## src/rtl/mem_stage_access_if.sv

```systemverilog
// mem_stage_access_if
//   Request/acknowledge data-memory port between the MEM stage and data memory.
//   master : the MEM stage. It drives MemReq/MemWe/MemAddr/MemWdata/MemBe
//            and receives MemAck/MemRdata.
//   slave  : the data memory, with the directions reversed.
//   MemAck is a one-cycle completion pulse. MemRdata is valid while MemAck is high.
interface mem_stage_access_if #(
    parameter int ADDR_W = 32
);
    logic              MemReq;
    logic              MemWe;
    logic [ADDR_W-1:0] MemAddr;
    logic [31:0]       MemWdata;
    logic [3:0]        MemBe;
    logic              MemAck;
    logic [31:0]       MemRdata;

    modport master (
        output MemReq, MemWe, MemAddr, MemWdata, MemBe,
        input  MemAck, MemRdata
    );

    modport slave (
        input  MemReq, MemWe, MemAddr, MemWdata, MemBe,
        output MemAck, MemRdata
    );
endinterface

```

## src/rtl/mem_stage_access.sv

```systemverilog
// mem_stage_access
//   MEM-stage consumer of the EX/MEM register. It turns the MemRead/MemWrite
//   size codes into load/store transactions on a req/ack memory port. It holds
//   the upstream pipeline (Stall) while a transaction is outstanding. It also
//   formats load data and drives the MEM/WB fields.
//
//   Parameters
//     ADDR_W  : memory byte-address width (<= 32); MemAddr is word aligned
//     TIMEOUT : BUSY cycles without MemAck before abandoning (0 = never)
//
//   Ports
//     Clk, Rst        : clock (rising edge) and asynchronous active-high reset
//     Valid, Flush    : EX/MEM slot qualifier and squash
//     WBin, WriteReg  : write-back control and destination from EX/MEM
//     MemRead/Write   : access size, 00 none / 01 byte / 10 half / 11 word
//     ALUResult       : address for memory ops, pass-through otherwise
//     ReadData2       : store data
//     mem             : data-memory port (mem_stage_access_if.master)
//     Stall           : combinational hold request to upstream stages
//     BusErr          : one-cycle pulse on timeout (or misaligned trap)
//     WBout, ReadDataout, ALUResultout, WriteRegout : MEM/WB fields
//
//   Build option
//     MISALIGN_TRAP_EN : if defined, misaligned half/word accesses trap with a
//     BusErr pulse and a bubble. If undefined, the low address bits are
//     truncated to the access size.
module mem_stage_access #(
    parameter int ADDR_W  = 32,
    parameter int TIMEOUT = 64
) (
    input  logic        Clk,
    input  logic        Rst,
    input  logic        Valid,
    input  logic        Flush,
    input  logic [1:0]  WBin,
    input  logic [1:0]  MemRead,
    input  logic [1:0]  MemWrite,
    input  logic [31:0] ALUResult,
    input  logic [4:0]  WriteReg,
    input  logic [31:0] ReadData2,
    mem_stage_access_if.master mem,
    output logic        Stall,
    output logic        BusErr,
    output logic [1:0]  WBout,
    output logic [31:0] ReadDataout,
    output logic [31:0] ALUResultout,
    output logic [4:0]  WriteRegout
);

    localparam int CNT_W = (TIMEOUT > 1) ? $clog2(TIMEOUT) : 1;

    typedef enum logic {IDLE, BUSY} state_t;

    state_t            state_q, state_d;
    logic [CNT_W-1:0]  cnt_q, cnt_d;
    logic              req_q, req_d;
    logic              we_q, we_d;
    logic [ADDR_W-1:0] addr_q, addr_d;
    logic [31:0]       wdata_q, wdata_d;
    logic [3:0]        be_q, be_d;
    logic              err_q, err_d;
    logic [1:0]        wb_q, wb_d;
    logic [31:0]       rd_q, rd_d;
    logic [31:0]       alu_q, alu_d;
    logic [4:0]        wr_q, wr_d;
    // Instruction fields captured at issue and retired when the ack arrives.
    logic [1:0]        cap_wb_q, cap_wb_d;
    logic [4:0]        cap_wr_q, cap_wr_d;
    logic [31:0]       cap_alu_q, cap_alu_d;
    logic [1:0]        cap_size_q, cap_size_d;
    logic [1:0]        cap_lo_q, cap_lo_d;

    logic       go;
    logic       store;
    logic [1:0] size;
    logic [1:0] lo;
    logic       memop;
    logic       misalign;
    logic       timeout_hit;

    function automatic logic [3:0] byte_en(input logic [1:0] sz, input logic [1:0] a);
        case (sz)
            2'b01:   byte_en = 4'b0001 << a;
            2'b10:   byte_en = a[1] ? 4'b1100 : 4'b0011;
            default: byte_en = 4'b1111;
        endcase
    endfunction

    function automatic logic [31:0] store_lanes(input logic [1:0] sz, input logic [31:0] d);
        case (sz)
            2'b01:   store_lanes = {4{d[7:0]}};
            2'b10:   store_lanes = {2{d[15:0]}};
            default: store_lanes = d;
        endcase
    endfunction

    function automatic logic [31:0] load_format(input logic [1:0] sz, input logic [1:0] a,
                                                input logic [31:0] d);
        logic [7:0]  b;
        logic [15:0] h;
        case (a)
            2'b00:   b = d[7:0];
            2'b01:   b = d[15:8];
            2'b10:   b = d[23:16];
            default: b = d[31:24];
        endcase
        h = a[1] ? d[31:16] : d[15:0];
        case (sz)
            2'b01:   load_format = {{24{b[7]}}, b};
            2'b10:   load_format = {{16{h[15]}}, h};
            default: load_format = d;
        endcase
    endfunction

    assign go    = Valid & ~Flush;
    // When both codes are nonzero the store takes priority.
    assign store = (MemWrite != 2'b00);
    assign size  = store ? MemWrite : MemRead;
    assign lo    = ALUResult[1:0];
    assign memop = go & (size != 2'b00);

`ifdef MISALIGN_TRAP_EN
    assign misalign = ((size == 2'b10) & lo[0]) | ((size == 2'b11) & (lo != 2'b00));
`else
    assign misalign = 1'b0;
`endif

    assign timeout_hit = (TIMEOUT != 0) && (cnt_q == CNT_W'(TIMEOUT - 1));

    always_comb begin
        state_d    = state_q;
        cnt_d      = cnt_q;
        req_d      = req_q;
        we_d       = we_q;
        addr_d     = addr_q;
        wdata_d    = wdata_q;
        be_d       = be_q;
        err_d      = 1'b0;
        wb_d       = wb_q;
        rd_d       = rd_q;
        alu_d      = alu_q;
        wr_d       = wr_q;
        cap_wb_d   = cap_wb_q;
        cap_wr_d   = cap_wr_q;
        cap_alu_d  = cap_alu_q;
        cap_size_d = cap_size_q;
        cap_lo_d   = cap_lo_q;
        Stall      = 1'b0;

        case (state_q)
            IDLE: begin
                if (memop && !misalign) begin
                    Stall      = 1'b1;
                    req_d      = 1'b1;
                    we_d       = store;
                    addr_d     = {ALUResult[ADDR_W-1:2], 2'b00};
                    be_d       = byte_en(size, lo);
                    wdata_d    = store_lanes(size, ReadData2);
                    cap_wb_d   = WBin;
                    cap_wr_d   = WriteReg;
                    cap_alu_d  = ALUResult;
                    cap_size_d = size;
                    cap_lo_d   = lo;
                    wb_d       = 2'b00;
                    cnt_d      = '0;
                    state_d    = BUSY;
                end else if (memop) begin
                    // Misaligned access trapped: no request, bubble plus error pulse.
                    err_d = 1'b1;
                    wb_d  = 2'b00;
                end else if (go) begin
                    wb_d  = WBin;
                    alu_d = ALUResult;
                    wr_d  = WriteReg;
                    rd_d  = 32'd0;
                end else begin
                    wb_d = 2'b00;
                end
            end
            BUSY: begin
                // Flush is ignored here because an issued store must complete.
                if (mem.MemAck) begin
                    req_d   = 1'b0;
                    state_d = IDLE;
                    wb_d    = cap_wb_q;
                    alu_d   = cap_alu_q;
                    wr_d    = cap_wr_q;
                    rd_d    = we_q ? 32'd0 : load_format(cap_size_q, cap_lo_q, mem.MemRdata);
                end else if (timeout_hit) begin
                    // Abandon: the destination is not written and upstream is released.
                    req_d   = 1'b0;
                    err_d   = 1'b1;
                    wb_d    = 2'b00;
                    state_d = IDLE;
                end else begin
                    Stall = 1'b1;
                    wb_d  = 2'b00;
                    cnt_d = cnt_q + CNT_W'(1);
                end
            end
            default: state_d = IDLE;
        endcase
    end

    always_ff @(posedge Clk or posedge Rst) begin
        if (Rst) begin
            state_q    <= IDLE;
            cnt_q      <= '0;
            req_q      <= 1'b0;
            we_q       <= 1'b0;
            addr_q     <= '0;
            wdata_q    <= '0;
            be_q       <= '0;
            err_q      <= 1'b0;
            wb_q       <= '0;
            rd_q       <= '0;
            alu_q      <= '0;
            wr_q       <= '0;
            cap_wb_q   <= '0;
            cap_wr_q   <= '0;
            cap_alu_q  <= '0;
            cap_size_q <= '0;
            cap_lo_q   <= '0;
        end else begin
            state_q    <= state_d;
            cnt_q      <= cnt_d;
            req_q      <= req_d;
            we_q       <= we_d;
            addr_q     <= addr_d;
            wdata_q    <= wdata_d;
            be_q       <= be_d;
            err_q      <= err_d;
            wb_q       <= wb_d;
            rd_q       <= rd_d;
            alu_q      <= alu_d;
            wr_q       <= wr_d;
            cap_wb_q   <= cap_wb_d;
            cap_wr_q   <= cap_wr_d;
            cap_alu_q  <= cap_alu_d;
            cap_size_q <= cap_size_d;
            cap_lo_q   <= cap_lo_d;
        end
    end

    assign mem.MemReq   = req_q;
    assign mem.MemWe    = we_q;
    assign mem.MemAddr  = addr_q;
    assign mem.MemWdata = wdata_q;
    assign mem.MemBe    = be_q;
    assign BusErr       = err_q;
    assign WBout        = wb_q;
    assign ReadDataout  = rd_q;
    assign ALUResultout = alu_q;
    assign WriteRegout  = wr_q;

endmodule

```

## src/flat_wrapper.sv

```systemverilog
// flat-port wrapper written by rule: the top's interface ports become plain ports
module mem_stage_access_flat 
#(
    parameter int ADDR_W  = 32,
    parameter int TIMEOUT = 64
)
  (Clk, Rst, Valid, Flush, WBin, MemRead, MemWrite, ALUResult, WriteReg, ReadData2, Stall, BusErr, WBout, ReadDataout, ALUResultout, WriteRegout, mem_MemReq, mem_MemWe, mem_MemAddr, mem_MemWdata, mem_MemBe, mem_MemAck, mem_MemRdata);
  mem_stage_access_if #(.ADDR_W(ADDR_W)) mem_i ();
  input  logic Clk;
  input  logic Rst;
  input  logic Valid;
  input  logic Flush;
  input  logic [1:0] WBin;
  input  logic [1:0] MemRead;
  input  logic [1:0] MemWrite;
  input  logic [31:0] ALUResult;
  input  logic [4:0] WriteReg;
  input  logic [31:0] ReadData2;
  output logic Stall;
  output logic BusErr;
  output logic [1:0] WBout;
  output logic [31:0] ReadDataout;
  output logic [31:0] ALUResultout;
  output logic [4:0] WriteRegout;
  output wire logic [$bits(mem_i.MemReq)-1:0] mem_MemReq;
  output wire logic [$bits(mem_i.MemWe)-1:0] mem_MemWe;
  output wire logic [$bits(mem_i.MemAddr)-1:0] mem_MemAddr;
  output wire logic [$bits(mem_i.MemWdata)-1:0] mem_MemWdata;
  output wire logic [$bits(mem_i.MemBe)-1:0] mem_MemBe;
  input wire logic [$bits(mem_i.MemAck)-1:0] mem_MemAck;
  input wire logic [$bits(mem_i.MemRdata)-1:0] mem_MemRdata;
  assign mem_MemReq = mem_i.MemReq;
  assign mem_MemWe = mem_i.MemWe;
  assign mem_MemAddr = mem_i.MemAddr;
  assign mem_MemWdata = mem_i.MemWdata;
  assign mem_MemBe = mem_i.MemBe;
  assign mem_i.MemAck = mem_MemAck;
  assign mem_i.MemRdata = mem_MemRdata;
  mem_stage_access #(.ADDR_W(ADDR_W), .TIMEOUT(TIMEOUT)) u_core (.Clk(Clk), .Rst(Rst), .Valid(Valid), .Flush(Flush), .WBin(WBin), .MemRead(MemRead), .MemWrite(MemWrite), .ALUResult(ALUResult), .WriteReg(WriteReg), .ReadData2(ReadData2), .mem(mem_i), .Stall(Stall), .BusErr(BusErr), .WBout(WBout), .ReadDataout(ReadDataout), .ALUResultout(ALUResultout), .WriteRegout(WriteRegout));
endmodule
```

## config.mk

```make
export PLATFORM = sky130hd
export DESIGN_NAME = mem_stage_access_flat
export DESIGN_NICKNAME = d
export VERILOG_FILES = /design/src/rtl/mem_stage_access_if.sv /design/src/rtl/mem_stage_access.sv /design/src/flat_wrapper.sv
export SDC_FILE = /design/constraint.sdc
export NUM_CORES = 1
export LEC_CHECK = 0
export CORE_MARGIN = 4
export CORE_UTILIZATION = 51
export CTS_BUF_LIST = sky130_fd_sc_hd__clkbuf_8
export CTS_CLUSTER_SIZE = 8
export DETAILED_ROUTE_END_ITERATION = 6
export PLACE_DENSITY_LB_ADDON = 0.15
export SLEW_MARGIN = 30
export SYNTH_ARGS = -nofsm -noshare
export SYNTH_HDL_FRONTEND = slang
export SYNTH_SLANG_ARGS = --single-unit
```

## constraint.sdc

```tcl
create_clock -name Clk -period 7.48 [get_ports Clk]
set_input_delay 0.748 -clock Clk [delete_from_list [all_inputs] [get_ports Clk]]
set_output_delay 0.748 -clock Clk [all_outputs]
set_load 0.01 [all_outputs]
```

==> impl_metrics.csv <==
group,metric,value,unit
outcome,status,"finished clean",
critical_path,start_kind,"primary input",
timing,worst_pin_slew,0.8455,ns
critical_path,cp_cell_sequence,"clkdlybuf4s50_1, inv_1, a21oi_1, ha_1, or4b_4, buf_12, nand2_1, clkdlybuf4s50_1",
grt,grt_util_all_layers,25.43,%
power_and_ir_drop,leakagePower,4.545,nW
critical_path,arrival,3.31,ns
cells_and_area,fin_cells,1144,
critical_path,worstPathRequired,6.73,ns
clocking,post_cts_resized,0,
critical_path,end_kind,"output pin",
cells_and_area,final_cell_mix,"252 x clkdlybuf4s50_1, 203 x nand2_1, 157 x dfrtp_1",
clocking,hold_buffers,0,
grt,antenna_found_initial,0,
floorplan,die_w,128.3,um
clocking,cts_buffer_depth,2,
cells_and_area,final_nets,1069,
logic_synthesis,synth_area,0.007382,sq mm
critical_path,rr_startpoint,"u_core.state_q",
floorplan,start_util,52.57,%
clocking,post_cts_buffers,0,
cells_and_area,area_growth_syn_to_layout,36.85,%
logic_synthesis,synthCells,758,
placed_design,globalplace.congestion,0.9276,
timing,fin_crit_sh,54.26,%
power_and_ir_drop,p_per_area,274.8,mW/mm^2
logic_synthesis,ys_seq_area_share,53.56,%
worst_hold_path,hold_path.class,"flip-flop to flip-flop",
timing,hold_viol,0,
route,ant_nets,0,
grt,grt_overflow,0,
timing,skew,0.007589,ns
clocking,cts_buffers,17,
critical_path,startpoint,"MemWrite[0]",
placed_design,dp_cells,1110,
critical_path,max_stage_delay,0.73,ns
floorplan,rows,43,
floorplan,core_region_area,0.01404,sq mm
power_and_ir_drop,ir_drop,155.0,uV
clocking,clkTransAtPathRegs,0.08,ns
critical_path,crit_type,"primary input to output pin",
grt,grt_pass1_vias,6400,
logic_synthesis,synth_warnings,0,
clocking,cts_root_buffer,"clkbuf_8",
cells_and_area,multiInputGateArea,0.002909,sq mm
floorplan,die-area,0.01646,sq mm
timing,setup_violations,0,
route,firstDrtPassIters,6,
critical_path,cp_slowest_cell,"or4b_4",
clocking,cts.sinks,158,
logic_synthesis,synth-seq-cells,158,
cells_and_area,drive_gt1_share,5.498,%
cells_and_area,regArea,0.003955,sq mm
timing,final_max_slew_viol_count,0,
clocking,cts_tree,"built",
cells_and_area,antenna_cells,0,
route,first_iter_violations,594,
worst_hold_path,hp-start,"u_core.cap_wr_q[0]",
logic_synthesis,ys_types,41,
floorplan,io_pins,255,
timing,fin_setup_tns,0,ns
cells_and_area,fillers,1028,
route,via_count,6264,
clocking,htreeDepth,4,
logic_synthesis,avgSynthCellArea,9.739,sq um
route,wl_per_cell,18.15,um
timing,max_freq,0.2464,GHz
placed_design,dpl.hpwl,14.77,mm
timing,relSlewSlack,43.52,%
grt,grt_pass1_wl,33.06,mm
critical_path,cpMostUsedCell,"clkdlybuf4s50_1",
placed_design,portBuffers,252,
timing,period_minus_slack,4.058,ns
cells_and_area,final_common_cell,"clkdlybuf4s50_1",
job,maxCapViolCount,0,
route,route.detailed.drc,0,
timing,rsz0062_at_grt,"no",
clocking,insertion_delay,0.46,ns
route,viasPerCell,5.476,
route,drt_wl_total,20.76,mm
grt,grt_max_degree,107,
critical_path,worst-path-max-fanout,51,
floorplan,die_y,128.3,um
per-stage QoR:
stage / area [sq um] / util [%] / power, mW / setup WS [ns] / hold WS, ns
finish: 10100 / 71.94 / 2.776 / 3.422 / 0.4800
global route: 10100 / 71.94 / 2.937 / 3.281 / 0.5031
CTS: 10070 / 71.69 / 2.794 / 3.395 / 0.4830
detailed placement: 9722 / 69.23 / 2.229 / 3.418 / 0.4622
global placement: 9722 / 69.23 / 2.194 / 3.478 / 0.4563
floorplan: 7386 / - / 1.697 / 2.469 / 0.4454
metal layers:
metal / vias to the layer above / share of wire [%] / global-route usage [%] / wire length [um]
met5: - / 0 / 0 / 0
met4: 0 / 2.3 / 9.238 / 475
met3: 40 / 9.5 / 8.292 / 1965
met2: 286 / 49 / 41.28 / 10100
met1: 2996 / 40 / 32.01 / 8219
li1: 2942 / - / - / -
cell families after synthesis:
| kind of cell | count (synthesis) | synth area share [%] |
|---|---|---|
| AND/OR/NAND/NOR | 260 | 14.49 |
| other | 1 | 0.05080 |
| adder cells (fa/ha/maj) | 6 | 1.017 |
| multiplexers | 48 | 6.712 |
| AO/OA/AOI/OAI | 180 | 16.80 |
| flip-flops | 158 | 53.56 |
| buffers and inverters | 105 | 7.373 |
registers in the layout, indices dropped and copies added, names as in the netlist, 2 cells and up:
| register | count |
|---|---|
| u_core.ALUResultout | 32 |
| u_core.ReadDataout | 32 |
| u_core.WBout | 2 |
| u_core.WriteRegout | 5 |
| u_core.cap_alu_q | 30 |
| u_core.cap_size_q | 2 |
| u_core.cap_wb_q | 2 |
| u_core.cap_wr_q | 5 |
| u_core.cnt_q | 6 |
| u_core.mem.MemBe | 4 |
| u_core.mem.MemWdata | 32 |
final timing paths:
| path | to | slack, ns | cells past startpoint |
|---|---|---|---|
| worst max-delay path | Stall | 3.42 | 8 |
| worst min-delay path | u_core.cap_wr_q[0] | 0.48 | 2 |
| worst max register to register | u_core.ReadDataout[6] | 4.79 | 4 |
| worst min register to register | u_core.cap_wr_q[0] | 0.48 | 2 |
| max in group asynchronous | u_core.state_q | 5.24 | 3 |
| min in group asynchronous | u_core.ReadDataout[17] | 0.85 | 2 |
synthesized netlist by cell type:
cell type,number,area [sq um]
a221oi_1,16,140.1
nor2_1,22,82.58
nand2b_1,21,131.4
o211ai_1,11,82.58
o31ai_1,1,7.510
o21a_1,3,22.52
conb_1,1,3.750
mux2i_1,39,390.4
buf_4,32,240.2
mux2_2,8,90.09
or3_1,1,6.260
o21bai_1,1,7.510
nor2b_1,1,6.260
o2111ai_1,7,61.31
and2_1,1,6.260
and3_1,1,6.260
o21ai_0,77,385.4
clkbuf_1,39,146.4
ha_1,6,75.07
nand2_1,203,762.0
a221oi_4,1,26.28
or4b_2,1,10.01
buf_6,2,22.52
a21o_1,8,60.06
nand3_1,5,25.02
a31oi_1,2,12.51
dfrtp_1,158,3954
and4bb_1,1,12.51
clkinv_1,1,3.750
a22o_1,17,148.9
nand3b_1,1,7.510
a31o_2,1,8.760
a21oi_1,16,80.08
a221o_1,15,150.1
inv_1,19,71.32
a21oi_4,1,16.27
a32o_1,3,30.03
nor4b_1,1,8.760
nor3_1,1,5.000
mux2_4,1,15.01
buf_2,12,60.06
worst max-delay path, delay by kind of cell:
family | cells | cell delay (ns)
adder cells (fa/ha/maj) | 1 | 0.24
AND/OR/NAND/NOR | 2 | 0.84
buffers and inverters | 4 | 1.33
AO/OA/AOI/OAI | 1 | 0.12
area by class of cell:
| type | count | share of cell area, % |
|---|---|---|
| flip-flops and latches | 158 | 39.15 |
| multi-input cells | 496 | 28.80 |
| repair buffers | 258 | 25.61 |
| clock buffers | 18 | 2.452 |
| well taps | 180 | 2.229 |
| clock inverters | 14 | 0.9661 |
| inverters | 20 | 0.7927 |
power breakdown:
| part | switching [mW] | leakage, nW | total [mW] | internal, mW |
|---|---|---|---|---|
| Clock | 0.325 | 0.178 | 0.562 | 0.237 |
| Sequential | 0.148 | 2.00 | 1.21 | 1.06 |
| Combinational | 0.462 | 2.37 | 1.00 | 0.541 |
| Total | 0.935 | 4.54 | 2.78 | 1.84 |
Note: power is estimated with default switching activity, not from simulation.
